===== src/rtl/mem_port_arbiter_pkg.sv =====
// Shared encodings for the memory port arbiter: FSM states, port owner,
// and the memory access size codes (also used by setMemSize).
package mem_port_arbiter_pkg;

  typedef enum logic [1:0] {
    ST_IDLE  = 2'd0,
    ST_ISSUE = 2'd1,
    ST_WAIT  = 2'd2,
    ST_RESP  = 2'd3
  } state_e;

  typedef enum logic {
    OWN_DATA  = 1'b0,
    OWN_FETCH = 1'b1
  } owner_e;

  localparam logic [1:0] MEM_BYTE = 2'b00;
  localparam logic [1:0] MEM_HALF = 2'b01;
  localparam logic [1:0] MEM_WORD = 2'b10;

endpackage


===== src/rtl/mem_port_arbiter_dffrec.sv =====
// dffREC: W-bit register, async active-high reset to 0, load enable.
// Ports: clk_i, rst_i, en_i, d_i[W] -> q_o[W].
module dffREC #(
  parameter int W = 1
) (
  input  logic         clk_i,
  input  logic         rst_i,
  input  logic         en_i,
  input  logic [W-1:0] d_i,
  output logic [W-1:0] q_o
);

  always_ff @(posedge clk_i or posedge rst_i) begin
    if (rst_i)     q_o <= '0;
    else if (en_i) q_o <= d_i;
  end

endmodule


===== src/rtl/mem_port_arbiter.sv =====
// Single memory port shared by IF and MEM; data has priority, one
// transaction in flight. Ports: fetch req/resp, data req/resp, stalls, mem.
module mem_port_arbiter
  import mem_port_arbiter_pkg::*;
#(
  parameter int ADDR_W = 32,
  parameter int DATA_W = 32
) (
  input  logic              clk,
  input  logic              reset,
  input  logic              i_fetchReq,
  input  logic [ADDR_W-1:0] i_fetchAddr,
  input  logic              i_fetchKill,
  output logic [DATA_W-1:0] o_fetchData,
  output logic              o_fetchValid,
  input  logic              i_dataReq,
  input  logic              i_dataWrite,
  input  logic [1:0]        i_dataSize,
  input  logic [ADDR_W-1:0] i_dataAddr,
  input  logic [DATA_W-1:0] i_dataWData,
  output logic [DATA_W-1:0] o_dataRData,
  output logic              o_dataValid,
  output logic              o_stallF,
  output logic              o_stallM,
  output logic              o_memReq,
  output logic              o_memWrite,
  output logic [1:0]        o_memSize,
  output logic [ADDR_W-1:0] o_memAddr,
  output logic [DATA_W-1:0] o_memWData,
  input  logic              i_memReady,
  input  logic              i_memRValid,
  input  logic [DATA_W-1:0] i_memRData
);

  localparam int REQ_W = 1 + 2 + ADDR_W + DATA_W;

  state_e            state_q;
  owner_e            owner_q;
  logic              kill_q;
  logic              memReq_q;
  logic              dValid_q;
  logic              fValid_q;
  logic [DATA_W-1:0] rdata_q;

  logic              grantD;
  logic              grantF;
  logic [REQ_W-1:0]  req_d;
  logic [REQ_W-1:0]  req_q;
  logic              killHit;

  // A killed fetch in IDLE is simply never granted.
  assign grantD = (state_q == ST_IDLE) & i_dataReq;
  assign grantF = (state_q == ST_IDLE) & ~i_dataReq
                & i_fetchReq & ~i_fetchKill;

  always_comb begin
    req_d = {1'b0, MEM_WORD, i_fetchAddr, {DATA_W{1'b0}}};
    if (grantD)
      req_d = {i_dataWrite, i_dataSize, i_dataAddr, i_dataWData};
  end

  dffREC #(.W(REQ_W)) u_req (
    .clk_i (clk),
    .rst_i (reset),
    .en_i  (grantD | grantF),
    .d_i   (req_d),
    .q_o   (req_q)
  );

  assign {o_memWrite, o_memSize, o_memAddr, o_memWData} = req_q;

  // Kill seen in the same cycle as rvalid must still suppress the pulse.
  assign killHit = (owner_q == OWN_FETCH) & i_fetchKill;

  always_ff @(posedge clk or posedge reset) begin
    if (reset) begin
      state_q  <= ST_IDLE;
      owner_q  <= OWN_DATA;
      kill_q   <= 1'b0;
      memReq_q <= 1'b0;
      dValid_q <= 1'b0;
      fValid_q <= 1'b0;
      rdata_q  <= '0;
    end else begin
      dValid_q <= 1'b0;
      fValid_q <= 1'b0;
      unique case (state_q)
        ST_IDLE: begin
          if (grantD) begin
            owner_q  <= OWN_DATA;
            memReq_q <= 1'b1;
            state_q  <= ST_ISSUE;
          end else if (grantF) begin
            owner_q  <= OWN_FETCH;
            memReq_q <= 1'b1;
            state_q  <= ST_ISSUE;
          end
        end
        ST_ISSUE: begin
          if (killHit) kill_q <= 1'b1;
          if (i_memReady) begin
            memReq_q <= 1'b0;
            state_q  <= ST_WAIT;
          end
        end
        ST_WAIT: begin
          if (killHit) kill_q <= 1'b1;
          if (i_memRValid) begin
            rdata_q  <= i_memRData;
            dValid_q <= (owner_q == OWN_DATA);
            fValid_q <= (owner_q == OWN_FETCH)
                      & ~(kill_q | i_fetchKill);
            state_q  <= ST_RESP;
          end
        end
        ST_RESP: begin
          kill_q  <= 1'b0;
          state_q <= ST_IDLE;
        end
        default: state_q <= ST_IDLE;
      endcase
    end
  end

  assign o_memReq     = memReq_q;
  assign o_dataValid  = dValid_q;
  assign o_fetchValid = fValid_q;
  assign o_dataRData  = rdata_q;
  assign o_fetchData  = rdata_q;
  assign o_stallF     = i_fetchReq & ~o_fetchValid;
  assign o_stallM     = i_dataReq & ~o_dataValid;

endmodule


===== config.mk =====
export PLATFORM = sky130hd
export DESIGN_NAME = mem_port_arbiter
export DESIGN_NICKNAME = d
export VERILOG_FILES = /design/src/rtl/mem_port_arbiter_pkg.sv /design/src/rtl/mem_port_arbiter_dffrec.sv /design/src/rtl/mem_port_arbiter.sv
export SDC_FILE = /design/constraint.sdc
export NUM_CORES = 1
export LEC_CHECK = 0
export ABC_AREA = 1
export CAP_MARGIN = 10
export CORE_MARGIN = 3
export CORE_UTILIZATION = 43
export CTS_CLUSTER_DIAMETER = 200
export DETAILED_ROUTE_END_ITERATION = 8
export DONT_BUFFER_PORTS = 1
export SETUP_SLACK_MARGIN = 0.3
export SLEW_MARGIN = 40
export SYNTH_ARGS = -nofsm -noshare
export SYNTH_HDL_FRONTEND = slang
export SYNTH_SLANG_ARGS = --single-unit

===== constraint.sdc =====
create_clock -name clk -period 3.3 [get_ports clk]
set_input_delay 0.66 -clock clk [delete_from_list [all_inputs] [get_ports clk]]
set_output_delay 0.66 -clock clk [all_outputs]
set_load 0.1 [all_outputs]

# [After elaboration in Yosys (flattened, before gate mapping)]
# Cells that the tools add are included.
[classes] eq_ne=7 n_mux=17 bitwise=16 n_reduce_logical=10
[op_table] operator="$mux 67" n=1
[op_table] operator="$mux 1" n=9
[op_table] operator="$and 1x1->1" n=8
[op_table] operator="$mux 2" n=4
[op_table] operator="$pmux 2 s4" n=1
[op_table] operator="$not 1->1" n=6
[op_table] operator="$reduce_and 2->1" n=3
[op_table] operator="$reduce_and 3->1" n=2
[op_table] operator="$reduce_bool 2->1" n=3
[op_table] operator="$eq 2x2->1 const B" n=2
[op_table] operator="$ne 2x2->1 const B" n=2
[op_table] operator="$pmux 1 s2" n=2
[op_table] operator="$ne 3x3->1 const B" n=1
[op_table] operator="$eq 2x1->1 const B" n=1
[op_table] operator="$logic_not 2->1" n=1
[op_table] operator="$ne 2x1->1 const B" n=1
[op_table] operator="$or 1x1->1" n=2
[op_table] operator="$reduce_or 2->1" n=1
[totals] register_bits=106 in_bits=138 out_inout_bits=136 wordCells=58

# [Longest topological paths before layout]
[logic_depth] ltp_word=7 depth_mapped=8 depth_no_buf=8

# [Hierarchy]
# A second synthesis with hierarchy kept.
[unflattened] hier_cells=614 area_unflattened_um2=5192.5
[modules_own_cells] module="mem_port_arbiter" n_inst=1 cells_each=329 area_each_um2=2642.5 seq_area_each_um2=975.9
[modules_own_cells] module="dffREC" n_inst=1 cells_each=285 area_each_um2=2549.9 seq_area_each_um2=1676.6

# [Least setup slack after synthesis]
# OpenSTA, ideal clock, no wires.
[synth_timing] path_kind="flip-flop to output port" startpoint="reg fValid_q (netlist: o_fetchValid)" endpoint="out o_stallF" arrival_ps=2144 t_required_ps=2640 setup_slack_ps=496 path_stages_with_launch=2 path_buffers=0 path_cell_list="dfrtp_1 -> nor2_1"
[synth_via] elab_chain_cells=2
[synth_lines] item="start, declared" line="mem_port_arbiter.sv:42" source="logic fValid_q;"
[synth_lines] item="start signal, assigned" line="mem_port_arbiter.sv:111" source="fValid_q <= (owner_q == OWN_FETCH)"
[synth_lines] item="$not 1->1" line="mem_port_arbiter.sv:130" source="assign o_stallF = i_fetchReq & ~o_fetchValid;"
[synth_lines] item="$and 1x1->1" line="mem_port_arbiter.sv:130"
[synth_lines] item="end, declared" line="mem_port_arbiter.sv:23" source="output logic o_stallF,"
# Every way passes these cells.

# [Final worst setup path]
[layout_timing] startpoint="reg state_q[0]" endpoint="reg u_req.q_o[4]"
[layout_via] elab_chain_cells=5 elab_cells_between_ends=7 cone_classes="1 x mux; 5 x bitwise; 1 x reduce/logical"
[layout_lines] item="start, declared" line="mem_port_arbiter.sv:37" source="state_e state_q;"
[layout_lines] item="start signal, assigned" line="mem_port_arbiter.sv:77" source="state_q <= ST_IDLE;"
[layout_lines] item="start signal, assigned" line="mem_port_arbiter.sv:92" source="state_q <= ST_ISSUE;"
[layout_lines] item="start signal, assigned" line="mem_port_arbiter.sv:96" source="state_q <= ST_ISSUE;"
[layout_lines] item="$logic_not 2->1 (*)" line="mem_port_arbiter.sv:52, mem_port_arbiter.sv:53"
[layout_lines] item="$and 1x1->1" line="mem_port_arbiter.sv:53" source="assign grantF = (state_q == ST_IDLE) & ~i_dataReq"
[layout_lines] item="$and 1x1->1 (2 in a row)" line="mem_port_arbiter.sv:54" source="& i_fetchReq & ~i_fetchKill;"
[layout_lines] item="$or 1x1->1" line="mem_port_arbiter.sv:65" source=".en_i (grantD | grantF),"
[layout_lines] item="end signal, assigned" line="mem_port_arbiter_dffrec.sv:15" source="else if (en_i) q_o <= d_i;"
[layout_lines] item="end, declared" line="mem_port_arbiter_dffrec.sv:10" source="output logic [W-1:0] q_o"
# Mark *: on every way between the ends. The rest lies on a longest branch, timed or not.
# A chain may end at the register's enable or synchronous reset.

==> results <==
- The flow ran to the end, and the final reports show no timing, DRC or antenna violations.
- At the later pin of the worst-skew pair, clock insertion delay measures 360 ps.
- STA classifies the critical path startpoint as a flop.
- Once layout is complete, the cells apart from fillers number 580.
- The area of the mapped netlist is 4650 um^2.
- In this run the register-to-register setup slack is 980 ps.
- The maximum single-stage delay on the critical path is 550 ps.
- The class of the worst hold path is input pin to async pin.
- The transition time at the pin with the least slew margin is 612 ps.
- At the worst endpoint, the arrival time is 2630 ps.
- The pin count of the biggest net entering global routing is 54.
- The final core utilization is 48.2%.
- Counting tap cells, the placed design contains a total of 563 instances.
- The post-detailed-route DRC marker count is 0.
- The fraction of the yosys area taken by sequential cells is 57.0%.
- The kind of capture point of the worst setup path is a flop.
- The number of global-route vias before repair is 2888.
- The total area inside the core boundary comes to 10400 um^2.
- Headroom to the max-slew limit came out at 59.2%.
- The post-CTS clock slew at the launch and capture registers of the worst setup and hold paths is 100 ps.
- The via density per instance is 5.26.
- The wire length of the first global-routing pass is 15.5 mm.
- The buffers plus inverters on the worst setup path is 3.
- The I/O pin total is 274.
- The H-tree was split into 3 levels.
- Post-CTS repair changed the size of 0 cells.
- For this run, the number of Yosys warnings is 0.
- The worst register-to-register path begins at state_q[0].
- The slowest stage of the critical path is the sky130_fd_sc_hd__inv_2 cell.
- Walking the worst path, the cells encountered are inv_1 > ha_1 > nand2_2 > buf_4 > nand2_2 > inv_2 > nand2_1 > nand2_1.
- The clock net in this run drives a total of 106 sinks.
- The standard-cell row count is 37.
- At the worst endpoint, the required time is 3600 ps.
- Setup repair after global routing left no endpoint under its margin.
- The routed via count is 3051.
- The die is 110 um tall.
- The initial cell density of the core is 44.7%.
- The fraction of final layout cells with drive strength greater than 1 is 37.8%.
- The full die area is 12100 um^2.
- The detail route stage leaves a number of antenna-violating nets equal to 0.
- The worst setup skew after layout is 11.5 ps.
- After the last flow step, the layout net total stands at 581.
- After the first detailed-routing iteration, the DRC count stood at 161.
- In this run the worst setup path begins at state_q[0].
- The count of buffers from port buffering is 0.
- The largest buffer count on any clock path is 2.
- Along the worst path, the maximum fanout reaches 36.
- The achievable frequency is 430 MHz.
- The number of post-CTS setup repair buffers is 0.
- Global routing consumed, over all layers together, 16.9% of the routing resources.
- After detailed routing, the average wire length per cell comes to 18.6 um.
- The final clock period utilization by the worst path is 70.5%.
- The count of maximum capacitance violations is 0.
- The number of distinct standard cells referenced by the synthesized netlist is 21.
- The synthesized netlist net count is 611.
- The number of antenna violations at the first check in global routing is 0.
- The summed negative setup slack over all endpoints is 0 ps.
- The count of antenna diodes in the layout is 0.
- The average instance area after synthesis is 9.92 um^2.
- Setup violations remaining at the end of the flow were counted as 0.
- The final critical delay including setup and external delays is 2320 ps.
- After legalization and detailed placement, the total HPWL measured 8.09 mm.
- The weighted congestion at the end of routability-driven global placement is 0.736.
- Compared with the post-synthesis result, the final layout area differs by 7.99%.
- The iteration count of the initial detailed-routing pass is 5.
- The worst register-to-register path ends at u_req.q_o[4].
- Summed over all layers, the routed wires come to 10.8 mm.
- Synthesis inferred 106 register bits.
- The overflow left after global routing is 0.
- The total count of hold-check failures in the final report is 0.
- Counting cells, the worst reg-to-reg path comes to 8.
- The cell class contributing the biggest share of worst-path delay is buffers and inverters.
- The number of buffers inserted during clock tree synthesis is 9.
- The cell count after synthesis came out at 469.
- The width of the die is 110 um.
- Clock tree synthesis selected as its root buffer the cell sky130_fd_sc_hd__clkbuf_8.
- The max-slew violation count is 0.
- The TritonCTS clock tree is yes.
- The worst setup path is of the flop to flop kind.
- After clock tree synthesis, the flow added hold-fix buffers numbering 0.
[area by class of cell]
cell class	count	area [um^2]
well taps	136	170
multi-input cells	295	1580
repair buffers	14	154
clock buffers	10	138
inverters	13	52.6
flip-flops and latches	106	2860
fillers	969	5390
clock inverters	6	72.6
[flip-flops by register name, summed over array words and instances (netlist names)]
signal and count:
state_q 2, kill_q 1, u_req.q_o 67, o_dataValid 1
o_memReq 1, o_fetchValid 1, owner_q 1, o_dataRData 32
[kinds of logic after synthesis]
logic type                 synth area share (%)
AOI/OAI and AO/OA                          5.83
adders and majority gates                  1.08
buffers and inverters                      9.17
DFF                                        57.0
muxes                                      7.74
and+or+nand+nor                            19.2
[cell usage in the layout (no fill, tap or decap), types with 2 or more instances in the layout]
cell                       instances
sky130_fd_sc_hd__buf_16            2
sky130_fd_sc_hd__buf_4            10
sky130_fd_sc_hd__clkbuf_8         10
sky130_fd_sc_hd__clkinv_4          2
sky130_fd_sc_hd__dfrtp_1           7
sky130_fd_sc_hd__dfrtp_2          67
sky130_fd_sc_hd__dfrtp_4          32
sky130_fd_sc_hd__ha_1              4
sky130_fd_sc_hd__inv_1            10
sky130_fd_sc_hd__inv_2             2
sky130_fd_sc_hd__mux2_2           32
sky130_fd_sc_hd__nand2_1         176
sky130_fd_sc_hd__nand2_2           2
sky130_fd_sc_hd__nand3_1          37
sky130_fd_sc_hd__nand4_1           2
sky130_fd_sc_hd__nor2_2            2
sky130_fd_sc_hd__o21a_1           32
sky130_fd_sc_hd__o21ai_0           2
[worst max-delay path by stage]
| stage | endpoint | depth (start not counted) |
|---|---|---|
| finish | u_req.q_o[4] | 8 |
| floorplan | o_stallF | 1 |
| detailed placement | u_req.q_o[4] | 8 |
| global placement | u_req.q_o[10] | 8 |
| global route | u_req.q_o[7] | 8 |
| CTS | u_req.q_o[4] | 8 |
[cells in the mapped netlist, drive strengths merged]
master / n / area (um^2)
inv: 13 / 48.8
nand2: 178 / 671
nand3: 37 / 185
mux2: 32 / 360
o22a: 1 / 8.76
buf: 52 / 367
dfrtp: 106 / 2650
or2: 1 / 6.26
a22oi: 1 / 7.51
ha: 4 / 50.1
clkbuf: 3 / 11.3
a21oi: 1 / 5.00
o21ai: 2 / 10.0
nor2: 3 / 11.3
nor4: 1 / 6.26
o21a: 32 / 240
nand4: 2 / 12.5
[stage by stage]
stage / hold slack, ps / instance area (um^2) / worst slack (ps)
finish: 107 / 5020 / 975
global route: 83.6 / 5020 / 690
CTS: 273 / 4980 / 961
detailed placement: 434 / 4770 / 980
global placement: 420 / 4590 / 1090
floorplan: 410 / 4660 / 496
[routing by layer]
metal  GRT usage (%)  share of wire, %  up-vias
met5               0                 0        -
met2            28.9                52      182
met4            5.52               1.2        0
li1                -                 -     1409
met3            6.29                11       10
met1            19.7                35     1450
[worst register-to-register path: stages, from the launching register on]
cell	delay (ps)
sky130_fd_sc_hd__dfrtp_1	410
sky130_fd_sc_hd__inv_1	90
sky130_fd_sc_hd__ha_1	260
sky130_fd_sc_hd__nand2_2	70
sky130_fd_sc_hd__buf_4	330
sky130_fd_sc_hd__nand2_2	370
sky130_fd_sc_hd__inv_2	550
sky130_fd_sc_hd__nand2_1	120
sky130_fd_sc_hd__nand2_1	90
Power is left out: the tool's default activity adds up to more than one toggle a clock period on the data nets, which glitch-free logic cannot reach.
